===== src/rtl/pll_ctrl_pkg.sv =====
// Shared encodings and default timing for board clock/reset controllers.
// State values are fixed so debug tools can decode the STATE bus directly.
package pll_ctrl_pkg;

    typedef enum logic [2:0] {
        ST_WAIT_LOCK = 3'd0,
        ST_RELEASE   = 3'd1,
        ST_RUN       = 3'd2,
        ST_PLL_RST   = 3'd3,
        ST_FAULT     = 3'd4
    } pll_state_e;

    localparam int DEF_N_DOM            = 4;
    localparam int DEF_LOCK_STABLE_CYC  = 1024;
    localparam int DEF_STAGGER_CYC      = 16;
    localparam int DEF_LOCK_TIMEOUT_CYC = 65536;
    localparam int DEF_PLL_RST_CYC      = 8;
    localparam int DEF_MAX_RETRY        = 3;
    localparam int DEF_CNT_W            = 17;

    function automatic logic [7:0] sat_inc8(input logic [7:0] v);
        return (v == 8'hFF) ? v : v + 8'd1;
    endfunction

endpackage


===== src/rtl/sync_2ff.sv =====
// Generic two-flop synchroniser for a single asynchronous level signal.
module sync_2ff #(
    parameter logic RST_VAL = 1'b0
) (
    input  logic i_clk,
    input  logic i_rst,
    input  logic i_d,
    output logic o_q
);

    logic r_meta;
    logic r_sync;

    // NOTE: reset is sampled on the clock edge, so it lives inside the
    // clocked branch rather than in the sensitivity list.
    always_ff @(posedge i_clk) begin
        if (i_rst) begin
            r_meta <= RST_VAL;
            r_sync <= RST_VAL;
        end else begin
            r_meta <= i_d;
            r_sync <= r_meta;
        end
    end

    assign o_q = r_sync;

endmodule


===== src/rtl/pll_lock_rst_seq.sv =====
// PLL lock supervisor: waits for stable lock, releases GL domain resets in
// order, re-asserts them on lock loss and retries the PLL up to a fault.
module pll_lock_rst_seq
    import pll_ctrl_pkg::*;
#(
    parameter int N_DOM            = DEF_N_DOM,
    parameter int LOCK_STABLE_CYC  = DEF_LOCK_STABLE_CYC,
    parameter int STAGGER_CYC      = DEF_STAGGER_CYC,
    parameter int LOCK_TIMEOUT_CYC = DEF_LOCK_TIMEOUT_CYC,
    parameter int PLL_RST_CYC      = DEF_PLL_RST_CYC,
    parameter int MAX_RETRY        = DEF_MAX_RETRY,
    parameter int CNT_W            = DEF_CNT_W
) (
    input  logic             CLK,
    input  logic             RST,
    input  logic             LOCK,
    input  logic             CLR_FAULT,
    output logic             PLL_RST_REQ,
    output logic [N_DOM-1:0] DOM_RST,
    output logic             READY,
    output logic             FAULT,
    output logic [7:0]       RELOCK_CNT,
    output logic [2:0]       STATE
);

    localparam int IDX_W = (N_DOM > 1) ? $clog2(N_DOM) : 1;
    localparam int RTY_W = $clog2(MAX_RETRY + 1);

    localparam logic [CNT_W-1:0] STABLE_LAST  = CNT_W'(LOCK_STABLE_CYC - 1);
    localparam logic [CNT_W-1:0] TIMEOUT_LAST = CNT_W'(LOCK_TIMEOUT_CYC - 1);
    localparam logic [CNT_W-1:0] STAGGER_LAST = CNT_W'(STAGGER_CYC - 1);
    localparam logic [CNT_W-1:0] PULSE_LAST   = CNT_W'(PLL_RST_CYC - 1);
    localparam logic [IDX_W-1:0] IDX_LAST     = IDX_W'(N_DOM - 1);
    localparam logic [RTY_W-1:0] RETRY_MAX    = RTY_W'(MAX_RETRY);

    logic w_lock_s;

    pll_state_e       r_state,   w_state_nxt;
    logic [CNT_W-1:0] r_cnt,     w_cnt_nxt;
    logic [CNT_W-1:0] r_stable,  w_stable_nxt;
    logic [IDX_W-1:0] r_idx,     w_idx_nxt;
    logic [RTY_W-1:0] r_retry,   w_retry_nxt;
    logic [7:0]       r_relock,  w_relock_nxt;
    logic [N_DOM-1:0] r_dom_rst, w_dom_rst_nxt;
    logic             r_ready,   w_ready_nxt;
    logic             r_fault,   w_fault_nxt;
    logic             r_req,     w_req_nxt;
    logic [RTY_W-1:0] w_retry_inc;

    sync_2ff #(.RST_VAL(1'b0)) u_lock_sync (
        .i_clk (CLK),
        .i_rst (RST),
        .i_d   (LOCK),
        .o_q   (w_lock_s)
    );

    assign w_retry_inc = r_retry + 1'b1;

    // NOTE: every next-state variable gets a default before the case so no
    // path leaves it unassigned and no latch is inferred.
    always_comb begin
        w_state_nxt   = r_state;
        w_cnt_nxt     = r_cnt;
        w_stable_nxt  = r_stable;
        w_idx_nxt     = r_idx;
        w_retry_nxt   = r_retry;
        w_relock_nxt  = r_relock;
        w_dom_rst_nxt = r_dom_rst;
        w_ready_nxt   = 1'b0;
        w_fault_nxt   = r_fault;
        w_req_nxt     = 1'b0;

        unique case (r_state)
            ST_WAIT_LOCK: begin
                w_dom_rst_nxt = '1;
                w_cnt_nxt     = r_cnt + 1'b1;
                w_stable_nxt  = w_lock_s ? r_stable + 1'b1 : '0;
                // Release is tested first so it wins a tie with the timeout.
                if (w_lock_s && (r_stable == STABLE_LAST)) begin
                    w_state_nxt  = ST_RELEASE;
                    w_cnt_nxt    = '0;
                    w_stable_nxt = '0;
                    w_idx_nxt    = '0;
                end else if (r_cnt == TIMEOUT_LAST) begin
                    w_state_nxt  = ST_PLL_RST;
                    w_cnt_nxt    = '0;
                    w_stable_nxt = '0;
                    w_req_nxt    = 1'b1;
                end
            end
            ST_RELEASE, ST_RUN: begin
                if (!w_lock_s) begin
                    w_state_nxt   = ST_WAIT_LOCK;
                    w_dom_rst_nxt = '1;
                    w_relock_nxt  = sat_inc8(r_relock);
                    w_cnt_nxt     = '0;
                    w_stable_nxt  = '0;
                    w_idx_nxt     = '0;
                end else if (r_state == ST_RUN) begin
                    w_ready_nxt = 1'b1;
                end else begin
                    w_cnt_nxt = r_cnt + 1'b1;
                    if (r_cnt == STAGGER_LAST) begin
                        w_cnt_nxt            = '0;
                        w_dom_rst_nxt[r_idx] = 1'b0;
                        w_idx_nxt            = r_idx + 1'b1;
                        if (r_idx == IDX_LAST) begin
                            w_state_nxt = ST_RUN;
                            w_idx_nxt   = '0;
                            w_retry_nxt = '0;
                        end
                    end
                end
            end
            ST_PLL_RST: begin
                w_dom_rst_nxt = '1;
                w_req_nxt     = 1'b1;
                w_cnt_nxt     = r_cnt + 1'b1;
                if (r_cnt == PULSE_LAST) begin
                    w_req_nxt   = 1'b0;
                    w_cnt_nxt   = '0;
                    w_retry_nxt = w_retry_inc;
                    if (w_retry_inc == RETRY_MAX) begin
                        w_state_nxt = ST_FAULT;
                        w_fault_nxt = 1'b1;
                    end else begin
                        w_state_nxt = ST_WAIT_LOCK;
                    end
                end
            end
            ST_FAULT: begin
                w_dom_rst_nxt = '1;
                w_fault_nxt   = 1'b1;
                if (CLR_FAULT) begin
                    w_state_nxt  = ST_WAIT_LOCK;
                    w_fault_nxt  = 1'b0;
                    w_retry_nxt  = '0;
                    w_cnt_nxt    = '0;
                    w_stable_nxt = '0;
                end
            end
            default: begin
                w_state_nxt   = ST_WAIT_LOCK;
                w_dom_rst_nxt = '1;
                w_cnt_nxt     = '0;
                w_stable_nxt  = '0;
            end
        endcase
    end

    // NOTE: state registers use non-blocking assignments so every flop
    // samples the pre-edge values computed above.
    always_ff @(posedge CLK) begin
        if (RST) begin
            r_state   <= ST_WAIT_LOCK;
            r_cnt     <= '0;
            r_stable  <= '0;
            r_idx     <= '0;
            r_retry   <= '0;
            r_relock  <= '0;
            r_dom_rst <= '1;
            r_ready   <= 1'b0;
            r_fault   <= 1'b0;
            r_req     <= 1'b0;
        end else begin
            r_state   <= w_state_nxt;
            r_cnt     <= w_cnt_nxt;
            r_stable  <= w_stable_nxt;
            r_idx     <= w_idx_nxt;
            r_retry   <= w_retry_nxt;
            r_relock  <= w_relock_nxt;
            r_dom_rst <= w_dom_rst_nxt;
            r_ready   <= w_ready_nxt;
            r_fault   <= w_fault_nxt;
            r_req     <= w_req_nxt;
        end
    end

    assign PLL_RST_REQ = r_req;
    assign DOM_RST     = r_dom_rst;
    assign READY       = r_ready;
    assign FAULT       = r_fault;
    assign RELOCK_CNT  = r_relock;
    assign STATE       = r_state;

endmodule


===== config.mk =====
export PLATFORM = sky130hd
export DESIGN_NAME = pll_lock_rst_seq
export DESIGN_NICKNAME = d
export VERILOG_FILES = /design/src/rtl/pll_ctrl_pkg.sv /design/src/rtl/sync_2ff.sv /design/src/rtl/pll_lock_rst_seq.sv
export SDC_FILE = /design/constraint.sdc
export NUM_CORES = 1
export LEC_CHECK = 0
export CORE_MARGIN = 5
export CORE_UTILIZATION = 51
export CTS_CLUSTER_DIAMETER = 200
export CTS_CLUSTER_SIZE = 30
export DETAILED_ROUTE_END_ITERATION = 8
export PLACE_DENSITY = 0.77
export REMOVE_ABC_BUFFERS = 1
export SLEW_MARGIN = 20
export SYNTH_ARGS = -nofsm -noshare
export SYNTH_HDL_FRONTEND = slang
export SYNTH_HIERARCHICAL = 1
export SYNTH_SLANG_ARGS = --single-unit

===== constraint.sdc =====
create_clock -name CLK -period 2.8 [get_ports CLK]
set_clock_uncertainty 0.05 [all_clocks]
set_input_delay 0.42 -clock CLK [delete_from_list [all_inputs] [get_ports CLK]]
set_output_delay 0.42 -clock CLK [all_outputs]
set_load 0.05 [all_outputs]

# == After elaboration in Yosys (flattened, before gate mapping) ==
# Cells that the tools add are included.
# W data, S select, Z words.
# op_classes
n_lt_le_gt_ge,2
n_reduce_logical,16
n_bitwise,7
n_addsub,5
n_eq_ne,24
n_mux,47
# op_table
cell,count
$mux W17,11
$pmux W17 S4,2
$add A17 B1 Y17 const B,2
$mux W3,9
$mux W2,11
$eq A17 B10 Y1 const B,1
$eq A17 B16 Y1 const B,1
$eq A17 B3 Y1 const B,1
$eq A17 B4 Y1 const B,1
$ne A2 B2 Y1 const B,8
$ne A3 B3 Y1 const B,4
$pmux W3 S4,1
$reduce_and A3 Y1,3
$add A8 B1 Y8 const B,1
$eq A8 B8 Y1 const B,1
$mux W1,8
$reduce_and A7 Y1,1
$eq A3 B2 Y1 const B,2
$pmux W2 S3,1
$reduce_and A6 Y1,1
$not A1 Y1,5
$add A2 B1 Y2 const B,2
$and A4 B4 Y4,1
$eq A2 B2 Y1 const B,2
other kinds (17),21
# word_totals
word_cells,113
reg_bits,58
output_inout_bits,18

# == Logic depth before layout (Yosys ltp) ==
# logic_depth
word_depth,6
depth_mapped,13
ltp_nobuf,10

# == Cells and area by module ==
# The synthesis kept the hierarchy.
# by_module_without_submodules
module,instances,area_each_um2,cells_per_inst
pll_lock_rst_seq,1,2758.9,330
sync_2ff,1,52.6,4

# == Worst setup path after synthesis ==
# OpenSTA, ideal clock, no wires.
# synth_timing
kind,flip-flop to flip-flop
startpoint,reg r_cnt[3]
endpoint,reg r_stable[10]
arrival_ns,2.243
setup_ns,0.117
stages_incl_launch_ff,14
path_slack_ns,0.390
synth_period_minus_slack_ns,2.410
cell_sequence,dfxtp_1 > buf_2 > nand4_1 > nor2_1 > nand4_1 > or3_1 > inv_1 > ha_1 > nand2b_1 > o21ai_1 > nand2b_1 > buf_2 > buf_2 > nor2_1
# synth_via
elab_chain_len,4
# synth_lines
item,line_no,rtl
from (decl),pll_lock_rst_seq.sv:39,"logic [CNT_W-1:0] r_cnt, w_cnt_nxt;"
from (signal assigned),pll_lock_rst_seq.sv:167,r_cnt <= w_cnt_nxt;
$eq A17 B16 Y1,pll_lock_rst_seq.sv:84,end else if (r_cnt == TIMEOUT_LAST) begin
$mux W17,pll_lock_rst_seq.sv:84,
$mux W17,pll_lock_rst_seq.sv:79,if (w_lock_s && (r_stable == STABLE_LAST)) begin
$pmux W17 S4,pll_lock_rst_seq.sv:73,unique case (r_state)
to (signal assigned),pll_lock_rst_seq.sv:168,r_stable <= w_stable_nxt;
to (decl),pll_lock_rst_seq.sv:40,"logic [CNT_W-1:0] r_stable, w_stable_nxt;"
# No other way between the ends.
# A chain may end at the register's enable or synchronous reset.

# == Worst setup path in the final report ==
# layout_timing
startpoint,reg r_cnt[3]
endpoint,reg r_stable[0]
# The elaborated chain is that of the path after synthesis.

==> summary by stage <==
Status
The run finished with clean final reports.

Timing
The count of endpoints failing setup in the final report is 0. Summed over all failing endpoints, the final setup total negative slack is 0 ns. The count of pins over their slew limit is 0. The final worst setup slack is 0.3081 ns. The minimum period implied by the final worst setup slack is 2.492 ns. The final hold violation count is 0.

Setup repair after global routing left no endpoint under its margin. The slew at the pin closest to its max-slew limit is about 0.54 ns. Timing would allow up to 401.3 MHz. The worst path uses 89.00% of the clock period. The normalized max-slew margin is 63.73%.

Global routing
The layer flagged by global routing as most heavily used is met2. The total congestion overflow is 0. For this run, the total global-route usage over all layers was measured as roughly 17%. The initial antenna violation count was 0. The first global-routing pass estimated between 9000 and 10,000 µm of wire. In the global route stage, met3 resource usage came out at 5.397%. In the global route stage, met2 resource usage came out at 25.25%. Entering global routing, the biggest net connects 17 pins. Global routing used 21.63% of the available met1 tracks. The number of global-route vias before repair is 2,169.

Placement
Detailed placement ended at an HPWL of 4017 µm. Including well taps, the total number of placed cells is between 400 and 500. At the end of routability-driven placement, the weighted congestion stood at 0.8445. The count of buffers inserted at the top-level ports is 21. At the placement stage, the worst setup path has a slack of around 0.31 ns.

Worst setup path
The worst setup path is launched from a flip-flop. The signal on the critical path passes through nand4_1, nor2_1, nand4_1, or3_1, inv_1, ha_1, nand2b_1, o21ai_1, nand2b_1, buf_4, nor2_1. STA classifies the critical path endpoint as a flip-flop.

In this run the register-to-register setup slack is 0.31 ns. The critical path ends at r_stable[0]. The maximum cell stage delay along the critical path is 0.44 ns. The startpoint of the worst-slack reg-to-reg timing path is r_cnt[3].

The critical-path maximum fanout is 16. The type of the worst setup path is flip-flop to flip-flop. The capture point of the worst reg-to-reg path is r_stable[0]. The required time at the worst-slack endpoint is about 3.0 ns. Among all stages on the critical path, the largest delay is contributed by dfxtp_1. The worst-case reg-to-reg path depth is 11. The worst setup path startpoint is r_cnt[3]. The data arrival time at the worst-slack endpoint is 2.67 ns.

Power and ir drop
IR analysis of the VDD net gives a maximum drop of 0.4071 mV. Summed over all cells, the static leakage comes to 1.103 nW. The power per standard cell area is 637.0 nW/µm².

Logic synthesis
The fraction of synthesis flops using an asynchronous set or reset pin is 0%. In this run, synthesis produced a sequential element count of between 50 and 60. The most instantiated flip-flop cell in the synthesis netlist is dfxtp_1. After technology mapping, the gate count stands at 334. The netlist area before placement is 2811 µm². The synthesized design contains 0 enable-type register cells. The commonest cells after synthesis are dfxtp_1, nor2_1, nand2_1. In this run the mean area of a mapped cell was 8.418 µm². The count of distinct cell types in the synthesized netlist is 47. By area the synthesized netlist is led by dfxtp_1, nor2_1, xnor2_1, xor2_1, nand2_1. Summing the sequential cell areas from Yosys gives 41.30% of the chip area. The synthesized design devotes to its leading area cell type between 40% and 50% of total area. During synthesis, Yosys emitted a total of 6 warnings. Summed over all instances, the cell type with the most area after synthesis is dfxtp_1.

Floorplanning
The placeable core region is 5439 µm². The floorplan step set the die width to 84.25 µm. The initial utilization of the core area, before any placement, comes to 51.69%. 22 I/O pins were placed. The number of placement rows is 27. The floorplan step set the die height to 84.25 µm.

The die covers 7097 µm².

Clock network
The tree is rooted in a clkbuf_8. The maximum buffer depth of the clock tree is 2. The number of buffers added to fix hold violations after cts is 0. The number of setup buffers added after CTS is 0. Counting the buffers created by CTS gives 9. The H-tree was split into 3 levels. After clock tree synthesis, the clock-pin slew on the worst setup and hold paths is about 0.06 ns. Once the clock tree was built, the resizer swapped 0 gates to a different size.

The TritonCTS clock tree is done. For the worst-skew pair, the clock arrives at the later sink with an insertion delay of between 0.3 and 0.4 ns. The sink count of the clock tree is 58.

Detailed routing
Before antenna repair, the detailed router went through 5 iterations. After detailed routing, the number of remaining DRC violations is 0. The final layout contains routed wiring with a total length of 5635 µm. The detailed-route vias per instance is 5.342.

The detail-routed net length per standard cell is 12.92 µm. The count of nets left with antenna violations once routing finished came out at 0. The violation count after the first detailed-routing iteration is ~140. The vias after detailed routing is 2,329.

Cells and area
The filler cells instantiated in the layout total 480. Measured on the finished design, the core utilization comes to 59.60%. Once layout is complete, the cells apart from fillers number 436. Of the cells placed in the final design, the portion with a size suffix greater than 1 is just under 8%. The synthesis-to-layout area growth is 15.31%.

The final layout contains around 370 nets. The number of antenna diodes in the final layout is 0.

Min path
In this run the worst hold path is classified as flip-flop to flip-flop.

Job
The tool flagged a number of max-cap violations equal to 0.
[registers in the layout, indices dropped and copies added, names as in the netlist]
signal,cells
DOM_RST,4
FAULT,1
PLL_RST_REQ,1
READY,1
RELOCK_CNT,8
STATE,3
r_cnt,17
r_idx,2
r_retry,2
r_stable,17
u_lock_sync/o_q,1
u_lock_sync/r_meta,1
[final cells by class]
cell class	count	area [µm²]	area share, %
clock buffer	13	148.9	4.593
multi-input combinational	253	1541	47.55
tap	72	90.09	2.779
inverter	12	45.04	1.389
sequential	58	1161	35.82
clock inverter	3	15.01	0.4631
timing repair buffer	25	240.2	7.410
[cells in the final DEF (no fill, tap or decap), types with 5 or more instances in the layout]
master           synthesis  final
a21oi_1                 13     13
or3_1                    6      6
xnor2_1                 19     19
ha_1                    10     10
clkbuf_8                 0     10
nand3_1                 13     13
inv_1                   12     12
nand4_1                 14     14
xor2_1                  17     17
dfxtp_1                 58     58
nor2_1                  58     58
nor3_1                   8      8
clkdlybuf4s50_1          0     21
nor4_1                   6      6
o21ai_0                  5      5
nand2_1                 37     37
[per-stage QoR]
stage / power, W / area (µm²) / hold WS [ns]
6_report: 0.002065 / 3242 / 0.3898
5_1_grt: 0.002194 / 3242 / 0.4198
4_1_cts: 0.002081 / 3242 / 0.3911
3_5_place_dp: 0.001424 / 3078 / 0.3768
3_3_place_gp: 0.001413 / 3078 / 0.3688
2_1_floorplan: 0.001286 / 2748 / 0.3638
[how the worst min path moves through the flow]
stage	startpoint	end	slack, ns	depth (start not counted)
floorplan	u_lock_sync/r_meta	u_lock_sync/o_q	0.36	1
detailed placement	u_lock_sync/r_meta	u_lock_sync/o_q	0.38	1
finish	u_lock_sync/r_meta	u_lock_sync/o_q	0.39	1
global placement	u_lock_sync/r_meta	u_lock_sync/o_q	0.37	1
CTS	u_lock_sync/r_meta	u_lock_sync/o_q	0.39	1
global route	u_lock_sync/r_meta	u_lock_sync/o_q	0.42	1
[worst max-delay path: cells and delay by family, from the launching register on]
kind | cells | cell delay [ns]
simple gates | 7 | 1.28
flops | 1 | 0.44
fa+ha+maj | 1 | 0.22
buf+inv | 2 | 0.28
compound gates | 1 | 0.09
[routing by layer]
metal,up-vias,share of wire (%)
met2,46,45
met4,0,2.1
met5,-,0
met3,9,4.0
met1,1079,49
li1,1195,-
[cells by family after synthesis]
kind of cell | after synthesis | share of synthesized area (%)
compound gates | 38 | 9.302
mux | 2 | 0.7121
buf+inv | 23 | 3.872
xor+xnor | 36 | 11.21
flops | 58 | 41.30
simple gates | 166 | 28.75
fa+ha+maj | 11 | 4.851
[power breakdown]
part	internal, W	switching [W]
sequential	0.000865	0.0000722
clock	0.000341	0.000315
combinational	0.000173	0.000300
Note: power is estimated with default switching activity, not from simulation.
